`src/rtl/branch_predictor_btb_if.sv`:
```
// Fetch-side lookup and decode-side training signals shared by the predictor and its user.
// The predictor takes the slave view; the fetch/decode logic takes the master view.
interface branch_predictor_btb_if #(
  parameter int ADDR_W = 32,
  parameter int GHR_W  = 4
);
  logic              lookup_valid;
  logic [ADDR_W-1:0] lookup_pc;
  logic              pred_hit;
  logic              pred_taken;
  logic [ADDR_W-1:0] pred_target;
  logic [GHR_W-1:0]  pred_ghr;
  logic              upd_valid;
  logic [ADDR_W-1:0] upd_pc;
  logic              upd_taken;
  logic [ADDR_W-1:0] upd_target;
  logic [GHR_W-1:0]  upd_ghr;
  logic              upd_mispredict;
  logic              flush_all;

  modport master (
    output lookup_valid, lookup_pc,
    input  pred_hit, pred_taken, pred_target, pred_ghr,
    output upd_valid, upd_pc, upd_taken, upd_target, upd_ghr, upd_mispredict,
    output flush_all
  );

  modport slave (
    input  lookup_valid, lookup_pc,
    output pred_hit, pred_taken, pred_target, pred_ghr,
    input  upd_valid, upd_pc, upd_taken, upd_target, upd_ghr, upd_mispredict,
    input  flush_all
  );
endinterface

```
`src/rtl/branch_predictor_btb.sv`:
```
// Direct-mapped BTB with saturating direction counters; bimodal or gshare indexing.
// Lookup is combinational from the fetch PC; training arrives from decode one clock edge later.
module branch_predictor_btb #(
  parameter int ADDR_W = 32,
  parameter int IDX_W  = 4,
  parameter int CNT_W  = 2,
  parameter int MODE   = 0,
  parameter int GHR_W  = 4
) (
  input  logic                  clk,
  input  logic                  rst_n,
  branch_predictor_btb_if.slave bus
);

  localparam int ENTRIES = 1 << IDX_W;
  localparam int TAG_W   = ADDR_W - IDX_W - 2;
  localparam logic [CNT_W-1:0] CNT_MAX   = '1;
  localparam logic [CNT_W-1:0] CNT_ALLOC = CNT_W'(1) << (CNT_W - 1);
  localparam logic [CNT_W-1:0] CNT_INIT  = CNT_ALLOC - CNT_W'(1);

  if (GHR_W > IDX_W || GHR_W < 1 || CNT_W < 1 || CNT_W > 4) begin : g_param_err
    $error("branch_predictor_btb: illegal GHR_W/CNT_W parameterisation");
  end

  logic              valid_q  [ENTRIES];
  logic [TAG_W-1:0]  tag_q    [ENTRIES];
  logic [ADDR_W-1:0] target_q [ENTRIES];
  logic [CNT_W-1:0]  cnt_q    [ENTRIES];
  logic [GHR_W-1:0]  ghr_q, ghr_d;

  function automatic logic [IDX_W-1:0] calc_idx(input logic [ADDR_W-1:0] pc,
                                                input logic [GHR_W-1:0]  ghr);
    logic [IDX_W-1:0] idx;
    idx = pc[IDX_W+1:2];
    if (MODE != 0) idx = idx ^ IDX_W'(ghr);
    return idx;
  endfunction

  // Lookup side: reads registered state only, so a same-cycle update is not visible here.
  logic [IDX_W-1:0] lk_idx;
  logic [TAG_W-1:0] lk_tag;
  logic             lk_hit;
  logic             lk_taken;

  always_comb begin
    lk_idx   = calc_idx(bus.lookup_pc, ghr_q);
    lk_tag   = bus.lookup_pc[ADDR_W-1:IDX_W+2];
    lk_hit   = valid_q[lk_idx] && (tag_q[lk_idx] == lk_tag);
    lk_taken = lk_hit && cnt_q[lk_idx][CNT_W-1];
  end

  assign bus.pred_hit    = lk_hit;
  assign bus.pred_taken  = lk_taken;
  assign bus.pred_target = lk_taken ? target_q[lk_idx] : bus.lookup_pc + ADDR_W'(4);
  assign bus.pred_ghr    = ghr_q;

  // Update side: indexed with the history the branch was predicted under, not the live GHR.
  logic [IDX_W-1:0] up_idx;
  logic [TAG_W-1:0] up_tag;
  logic             up_hit;
  logic             alloc;
  logic             cnt_we;
  logic             tgt_we;
  logic [CNT_W-1:0] cnt_next;

  always_comb begin
    up_idx   = calc_idx(bus.upd_pc, bus.upd_ghr);
    up_tag   = bus.upd_pc[ADDR_W-1:IDX_W+2];
    up_hit   = valid_q[up_idx] && (tag_q[up_idx] == up_tag);
    alloc    = bus.upd_valid && !up_hit && bus.upd_taken;
    cnt_we   = bus.upd_valid && (up_hit || bus.upd_taken);
    tgt_we   = bus.upd_valid && bus.upd_taken;
    cnt_next = CNT_ALLOC;
    if (up_hit) begin
      if (bus.upd_taken) begin
        cnt_next = (cnt_q[up_idx] == CNT_MAX) ? CNT_MAX : cnt_q[up_idx] + CNT_W'(1);
      end else begin
        cnt_next = (cnt_q[up_idx] == '0) ? '0 : cnt_q[up_idx] - CNT_W'(1);
      end
    end
  end

  // Flush only clears valid bits; the counter write of a coincident update still lands.
  always_ff @(posedge clk or negedge rst_n) begin
    if (!rst_n) begin
      for (int i = 0; i < ENTRIES; i++) begin
        valid_q[i] <= 1'b0;
        cnt_q[i]   <= CNT_INIT;
      end
    end else begin
      if (cnt_we) cnt_q[up_idx] <= cnt_next;
      if (bus.flush_all) begin
        for (int i = 0; i < ENTRIES; i++) valid_q[i] <= 1'b0;
      end else if (alloc) begin
        valid_q[up_idx] <= 1'b1;
      end
    end
  end

  always_ff @(posedge clk) begin
    if (alloc)  tag_q[up_idx]    <= up_tag;
    if (tgt_we) target_q[up_idx] <= bus.upd_target;
  end

  // Mispredict repair outranks the speculative shift from the current lookup.
  always_comb begin
    ghr_d = ghr_q;
    if (MODE != 0) begin
      if (bus.upd_valid && bus.upd_mispredict) begin
        ghr_d = GHR_W'({bus.upd_ghr, bus.upd_taken});
      end else if (bus.lookup_valid && lk_hit) begin
        ghr_d = GHR_W'({ghr_q, lk_taken});
      end
    end
  end

  always_ff @(posedge clk or negedge rst_n) begin
    if (!rst_n) ghr_q <= '0;
    else        ghr_q <= ghr_d;
  end

  logic unused_bits;
  assign unused_bits = ^{bus.lookup_pc[1:0], bus.upd_pc[1:0], bus.upd_mispredict,
                         bus.lookup_valid, bus.upd_ghr};

endmodule

```
`src/flat_wrapper.sv`:
```
// flat-port wrapper written by rule: the top's interface ports become plain ports
module branch_predictor_btb_flat 
#(
  parameter int ADDR_W = 32,
  parameter int IDX_W  = 4,
  parameter int CNT_W  = 2,
  parameter int MODE   = 0,
  parameter int GHR_W  = 4
)
  (clk, rst_n, bus_lookup_valid, bus_lookup_pc, bus_pred_hit, bus_pred_taken, bus_pred_target, bus_pred_ghr, bus_upd_valid, bus_upd_pc, bus_upd_taken, bus_upd_target, bus_upd_ghr, bus_upd_mispredict, bus_flush_all);
  branch_predictor_btb_if #(.ADDR_W(ADDR_W), .GHR_W(GHR_W)) bus_i ();
  input  logic clk;
  input  logic rst_n;
  input wire logic [$bits(bus_i.lookup_valid)-1:0] bus_lookup_valid;
  input wire logic [$bits(bus_i.lookup_pc)-1:0] bus_lookup_pc;
  output wire logic [$bits(bus_i.pred_hit)-1:0] bus_pred_hit;
  output wire logic [$bits(bus_i.pred_taken)-1:0] bus_pred_taken;
  output wire logic [$bits(bus_i.pred_target)-1:0] bus_pred_target;
  output wire logic [$bits(bus_i.pred_ghr)-1:0] bus_pred_ghr;
  input wire logic [$bits(bus_i.upd_valid)-1:0] bus_upd_valid;
  input wire logic [$bits(bus_i.upd_pc)-1:0] bus_upd_pc;
  input wire logic [$bits(bus_i.upd_taken)-1:0] bus_upd_taken;
  input wire logic [$bits(bus_i.upd_target)-1:0] bus_upd_target;
  input wire logic [$bits(bus_i.upd_ghr)-1:0] bus_upd_ghr;
  input wire logic [$bits(bus_i.upd_mispredict)-1:0] bus_upd_mispredict;
  input wire logic [$bits(bus_i.flush_all)-1:0] bus_flush_all;
  assign bus_i.lookup_valid = bus_lookup_valid;
  assign bus_i.lookup_pc = bus_lookup_pc;
  assign bus_pred_hit = bus_i.pred_hit;
  assign bus_pred_taken = bus_i.pred_taken;
  assign bus_pred_target = bus_i.pred_target;
  assign bus_pred_ghr = bus_i.pred_ghr;
  assign bus_i.upd_valid = bus_upd_valid;
  assign bus_i.upd_pc = bus_upd_pc;
  assign bus_i.upd_taken = bus_upd_taken;
  assign bus_i.upd_target = bus_upd_target;
  assign bus_i.upd_ghr = bus_upd_ghr;
  assign bus_i.upd_mispredict = bus_upd_mispredict;
  assign bus_i.flush_all = bus_flush_all;
  branch_predictor_btb #(.ADDR_W(ADDR_W), .IDX_W(IDX_W), .CNT_W(CNT_W), .MODE(MODE), .GHR_W(GHR_W)) u_core (.clk(clk), .rst_n(rst_n), .bus(bus_i));
endmodule
```
`config.mk`:
```
export PLATFORM = sky130hd
export DESIGN_NAME = branch_predictor_btb_flat
export DESIGN_NICKNAME = d
export VERILOG_FILES = /design/src/rtl/branch_predictor_btb_if.sv /design/src/rtl/branch_predictor_btb.sv /design/src/flat_wrapper.sv
export SDC_FILE = /design/constraint.sdc
export NUM_CORES = 1
export LEC_CHECK = 0
export ABC_AREA = 0
export BUFFER_PORTS_ARGS = -buffer_cell sky130_fd_sc_hd__buf_2
export CAP_MARGIN = 25
export CORE_ASPECT_RATIO = 0.75
export CORE_MARGIN = 5
export CORE_UTILIZATION = 30
export DETAILED_ROUTE_END_ITERATION = 8
export GPL_TIMING_DRIVEN = 0
export PLACE_DENSITY = 0.46
export SETUP_SLACK_MARGIN = 0.02
export SLEW_MARGIN = 20
export SYNTH_ARGS = -nofsm -noshare
export SYNTH_HDL_FRONTEND = slang
export SYNTH_SLANG_ARGS = --single-unit
export TNS_END_PERCENT = 100
```
`constraint.sdc`:
```
create_clock -name clk -period 5.1 [get_ports clk]
set_clock_uncertainty 0.2 [all_clocks]
set_input_delay 1.02 -clock clk [delete_from_list [all_inputs] [get_ports clk]]
set_output_delay 1.02 -clock clk [all_outputs]
set_load 0.005 [all_outputs]
```
# Yosys cells after proc, flatten, opt, wreduce, memory -nomap -nowiden
# Memory sizes are Yosys's and may differ from the RTL's.
# Index checks and enable logic that the tools add are counted.
dict set report totals {
  inputBits 107
  ram_bits 928
  wordCells 86
  reg_bits 48
  memories 2
  output_inout_bits 38
}
dict set report classes {
  reduce_logical 12
  mux 28
  eq_ne 3
  magnitude_cmp 3
  addsub 3
  bitwise_logic 3
}
# name depth word_bits rd rd_ports_with_merged_regs write_ports line
set mem_list {}
lappend mem_list {u_core.target_q 16 32 1 0 1 branch_predictor_btb.sv:27} ;# logic [ADDR_W-1:0] target_q [ENTRIES];
lappend mem_list {u_core.tag_q 16 26 2 0 1 branch_predictor_btb.sv:26} ;# logic [TAG_W-1:0] tag_q [ENTRIES];
# op count
set ops {}
lappend ops {{26-bit equality test} 2}
lappend ops {{32-bit by 3-bit adder with 32-bit output (second input constant)} 1}
lappend ops {{32-bit bitwise mux} 1}
lappend ops {{16-bit 2-to-1 mux} 2}
lappend ops {{32-bit 2-to-1 mux} 1}
lappend ops {{2-bit 2-to-1 mux} 9}
lappend ops {{2-bit binary-select mux with 4-bit select} 2}
lappend ops {{16-bit bitwise OR} 1}
lappend ops {{5-bit greater-or-equal comparator (second input constant)} 2}
lappend ops {{4-bit NOT with 5-bit output} 2}
lappend ops {{1-bit 2-to-1 mux} 9}
lappend ops {{1-bit binary-select mux with 4-bit select} 2}
lappend ops {{2-bit demux with 4-bit select} 1}
lappend ops {{1-bit logical AND} 8}
lappend ops {{5-bit by 1-bit < comparator with 1-bit output (second input constant)} 1}
lappend ops {{1-bit demux with 4-bit select} 1}
lappend ops {{2-bit by 1-bit adder with 2-bit output (second input constant)} 1}
lappend ops {{2-bit equality test (second input constant)} 1}
lappend ops {{2-bit zero test} 1}
lappend ops {{2-bit nonzero test} 1}
lappend ops {{2-bit by 1-bit subtractor with 2-bit output (second input constant)} 1}
lappend ops {{1-bit zero test} 1}
lappend ops {{1-bit logical OR} 1}

# Depth between registers and ports, before layout
dict set report logic_depth {
  depth_word 10
  depth_mapped 15
  ltp_nobuf 9
}

# Worst setup path after synthesis
# No wires, ideal clock.
dict set report synth_path {
  path_kind {in2reg}
  from {in bus_upd_pc[2]}
  to {mem u_core.tag_q[11][0] (netlist name), enable pin}
  setup_slack_ns -0.883
  arrival_ns 5.341
  required_ns 4.458
  setup_ns 0.442
  stages 13
  n_path_buf 6
  path_cell_list {buf_2 > buf_2 > buf_2 > mux4_2 > o221ai_1 > a31oi_1 > o211a_1 > a31o_2 > and4_1 > buf_4 > buf_6 > buf_2 > nor3_1}
}
dict set report synth_between {
  elab_chain_cells 10
  elab_cells_between_ends 12
  classes_between {eq/ne: 1; mux: 5; bitwise: 1; reduce/logical: 4; memory: 1}
}
# element line
set synth_rtl {}
lappend synth_rtl {{start: declaration} flat_wrapper.sv:21} ;# input wire logic [$bits(bus_i.upd_pc)-1:0] bus_upd_pc;
lappend synth_rtl {{branches (longest 10 deep; another with memory 16 x 26 bit)} --}
lappend synth_rtl {{end: declaration} branch_predictor_btb.sv:26}
# Parallel ways; which one is timed is not known. The select of a mux whose other input is x is not followed.

# Worst setup path in the final report
dict set report layout_path {
  from {in bus_lookup_pc[4]}
  to {out bus_pred_target[24]}
}
dict set report layout_between {
  elab_chain_cells 7
  elab_cells_between_ends 14
  classes_between {add/sub: 1; eq/ne: 1; mux: 7; bitwise: 1; reduce/logical: 2; memory: 2}
}
# element line
set layout_rtl {}
lappend layout_rtl {{start: declaration} flat_wrapper.sv:15} ;# input wire logic [$bits(bus_i.lookup_pc)-1:0] bus_lookup_pc;
lappend layout_rtl {{branches (longest 6 deep; another with memory 16 x 26 bit)} --}
lappend layout_rtl {{32-bit 2-to-1 mux *} branch_predictor_btb.sv:54} ;# assign bus.pred_target = lk_taken ? target_q[lk_idx] : bus.lookup_pc + ADDR_W'(4);
lappend layout_rtl {{end: declaration} flat_wrapper.sv:18} ;# output wire logic [$bits(bus_i.pred_target)-1:0] bus_pred_target;
# Every way passes the cells marked *. The select of a mux whose other input is x is not followed.

==> metrics.csv <==
stage,metric,value,unit
status,status,finished with violations,
status,violations,setup timing,
floorplan,io_pins,145,
clock_tree,cts.sinks,976,
logic_synthesis,synth_common_cells,"edfxtp_1, mux4_2, mux2i_1",
grt,grt_overflow,0,
timing,worst_slew_margin_rel,0.3029,
cells_and_area,stdcell_count,4614,
setup_path,crit_chain,buf_4 > buf_4 > buf_6 > mux4_2 > mux2i_4 > xor2_2 > o211ai_1 > o22ai_2 > o2111ai_2 > nor4_4 > nand2_4 > buf_12 > buf_6 > mux2_4 > buf_2,
setup_path,max_stage_delay,0.46,ns
setup_path,cp_max_fo,10,
detailed_routing,initialDrtViolationCount,3902,
timing,fin_crit_sh,1.161,
setup_path,cpLargestDelayFamily,buffers and inverters,
place,dpl.hpwl,118.8,mm
timing,whs,0.1272,ns
grt,grt_first_pass_wirelength,223.4,mm
floorplan,core_area,0.1447,mm2
setup_path,critPathKind,primary input to output pin,
pwr,p_sw,4.370,mW
min_path,hp-class,primary input to async pin,
logic_synthesis,synth-seq-area-share,0.6671,
timing,setup_ws,-0.8196,ns
logic_synthesis,synth-adder-area-share,0.0005165,
place,io_buffers,114,
clock_tree,cts_tree,built,
timing,timing_hold_violations_final,0,
timing,rsz0062_at_grt,yes,
logic_synthesis,synth_top_area_share,0.6391,
timing,timing.setup.tns,-26.59,ns
detailed_routing,via_per_inst,5.663,
clock_tree,cts.clk_slew.worst_paths,0.07,ns
pwr,p_leak,17.74,nW
pwr,power.density,337.5,mW/mm2
floorplan,dieArea,0.1531,mm2
clock_tree,holdBufCountCts,0,
detailed_routing,wl_per_cell,36.04,um
logic_synthesis,yosysUniqueCellTypes,74,
detailed_routing,drtPass1Iterations,6,
timing,fin_crit,5.920,ns
logic_synthesis,synthMuxAreaShare,0.2278,
logic_synthesis,synth_seq_cells,976,
clock_tree,root_buffer,clkbuf_16,
grt,grt_pass1_vias,25852,
logic_synthesis,synth_edf_count,928,
logic_synthesis,syn_avg_cell_area,19.51,um2
cells_and_area,multiInputGateArea,0.01439,mm2
logic_synthesis,synth_xor_area_frac,0.01969,
cells_and_area,layout.area.seq,0.02909,mm2
floorplan,num_rows,121,
logic_synthesis,synthesis.area,0.04360,mm2
setup_path,cp_slowest_cell,nor4_4,
detailed_routing,drc_errors,0,
clock_tree,htree_num_levels,3,
timing,max_freq,0.1689,GHz
clock_tree,clk_latency,0.74,ns
pwr,p_comb_frac,0.097,
place,placed_cells,4366,
setup_path,worstPathRequired,3.88,ns
floorplan,die_y,340.2,um
pwr,swShare,0.2402,
cells_and_area,drive_gt1_frac,0.4028,
floorplan,initial_core_util,0.3013,
detailed_routing,finalWirelength,166.3,mm
detailed_routing,final_antenna_net_count,0,
logic_synthesis,synthCells,2235,
setup_path,arrival,4.70,ns
cells_and_area,fin_nets,2724,
pwr,clkPwrFrac,0.413,
detailed_routing,vias,26129,
grt,grtUsageTotal,0.2116,
place,pre_cts_ws,-2.613,ns
logic_synthesis,yosysMostFrequentCell,edfxtp_1,
pwr,peakVddDrop,0.0002491,V
setup_path,path_buf_inv,6,
logic_synthesis,synth_compound_area_frac,0.03596,
logic_synthesis,synth-simple-area-share,0.02600,
grt,grt_antenna_before_repair,24,
pwr,power,18.19,mW
setup_path,cp-start-kind,primary input,
place,gp_congestion,0.9419,
grt,grt_max_degree,49,
logic_synthesis,synthArstFlopShare,0.04918,
logic_synthesis,synth_top_family_by_area,multiplexers,
flow_run,drv_cap,0,
timing,final_max_slew_viol_count,0,
timing,tightest_slew,1.046,ns
cells_and_area,area_growth,23.63,%
timing,setup_viol,58,
clock_tree,cts_made_buffers,102,
floorplan,dieWidth,450.2,um
logic_synthesis,synth_area_leaders,"edfxtp_1, mux4_2, mux2i_1, dfrtp_1, xnor2_1",
pwr,p_int,13.82,mW
logic_synthesis,yosys_warnings,0,
logic_synthesis,synth_area_leader_cell,edfxtp_1,
cells_and_area,fillerInstances,13255,
setup_path,end_kind,output pin,
clock_tree,clockBufferDepth,3,
pwr,seqPwrFrac,0.490,
logic_synthesis,ys.flop_type,edfxtp_1,
==> path summary, 6_finish.rpt <==
check / start / to / slack, ns / cells past startpoint
max: bus_lookup_pc[4] / bus_pred_target[24] / -0.82 / 15
min reg2reg: u_core.cnt_q[26] / u_core.cnt_q[26] / 0.28 / 1
min in group clk: u_core.cnt_q[26] / u_core.cnt_q[26] / 0.28 / 1
min: rst_n / u_core.valid_q[6] / 0.13 / 1
max in group asynchronous: rst_n / u_core.cnt_q[7] / 4.13 / 1
max reg2reg: u_core.tag_q[9][3] / u_core.tag_q[3][11] / 0.73 / 11
==> per-layer routing <==
layer / vias to the layer above / track usage / wire, um
li1: 10159 / - / -
met1: 14208 / 0.2968 / 70460
met2: 1496 / 0.3219 / 74530
met3: 260 / 0.05718 / 15710
met4: 6 / 0.06488 / 5571
met5: - / 0 / 28
==> per-stage QoR <==
step / utilization / cell area, um2
CTS: 0.3686 / 53350
detailed placement: 0.3355 / 48560
finish: 0.3725 / 53910
global placement: 0.3226 / 46690
global route: 0.3724 / 53900
floorplan: - / 43740
==> power by group through the flow <==
stage	sequential [mW]	clock (mW)	combinational [mW]
2_1_floorplan	9.06	0	0.817
3_3_place_gp	9.07	0	1.50
3_5_place_dp	9.07	0	1.55
4_1_cts	8.91	7.66	1.69
5_1_grt	8.91	8.00	1.82
6_report	8.91	7.52	1.77
==> repair_timing <==
action	4_1_cts	5_1_grt
gates cloned	5	0
resized for setup	288	55
setup endpoints to repair	497	108
pin swaps	17	10
setup buffers	16	32
==> cells in the final DEF, fill, tap and decap left out, types with 9 or more instances in the layout <==
cell type  count
buf_12        31
o2bb2ai_1      9
nand3_1       22
buf_8         44
nand2_1       47
clkbuf_2      10
xor2_1        34
mux4_2       356
dfstp_2       16
a2bb2oi_1     10
clkbuf_16    102
clkinv_1      20
mux2i_1       87
nor3_4        13
mux2_4        30
mux2i_4       23
and3_1        11
clkbuf_8       9
a21oi_1       28
dfrtp_1       32
clkinv_2      12
buf_2        103
buf_6         64
clkbuf_1      55
clkbuf_4       9
o2111ai_1      9
bufinv_16     10
buf_4         98
nor2_4        16
xnor2_1       53
o22ai_1       13
nor2b_1        9
a22o_1        11
mux2_2        30
inv_1         34
a22oi_1       22
edfxtp_1     928
nor2_1        42
o21ai_0       24
buf_16        34
==> final cells by class <==
class / instances / share of cell area
Sequential cell: 976 / 0.5396
Clock buffer: 135 / 0.05002
Inverter: 35 / 0.002437
Tap cell: 1906 / 0.04424
Clock inverter: 54 / 0.01163
Antenna cell: 7 / 0.0003249
Buffer: 154 / 0.02790
Timing Repair Buffer: 277 / 0.05700
Multi-Input combinational cell: 1070 / 0.2668
==> sequential cells by signal, indices dropped and copies added (netlist names) <==
register	count
u_core.target_q	512
u_core.tag_q	416
u_core.cnt_q	32
u_core.valid_q	16
==> logic make-up (layout without fill, tap and decap cells) <==
kind of cell | count (synthesis) | after routing
compound gates | 211 | 211
xor+xnor | 98 | 98
fa+ha+maj | 2 | 2
buf+inv | 192 | 655
flops | 976 | 976
mux | 529 | 529
other cells | 1 | 11
simple gates | 226 | 226
No activity file was read; power rests on OpenSTA's default activity.
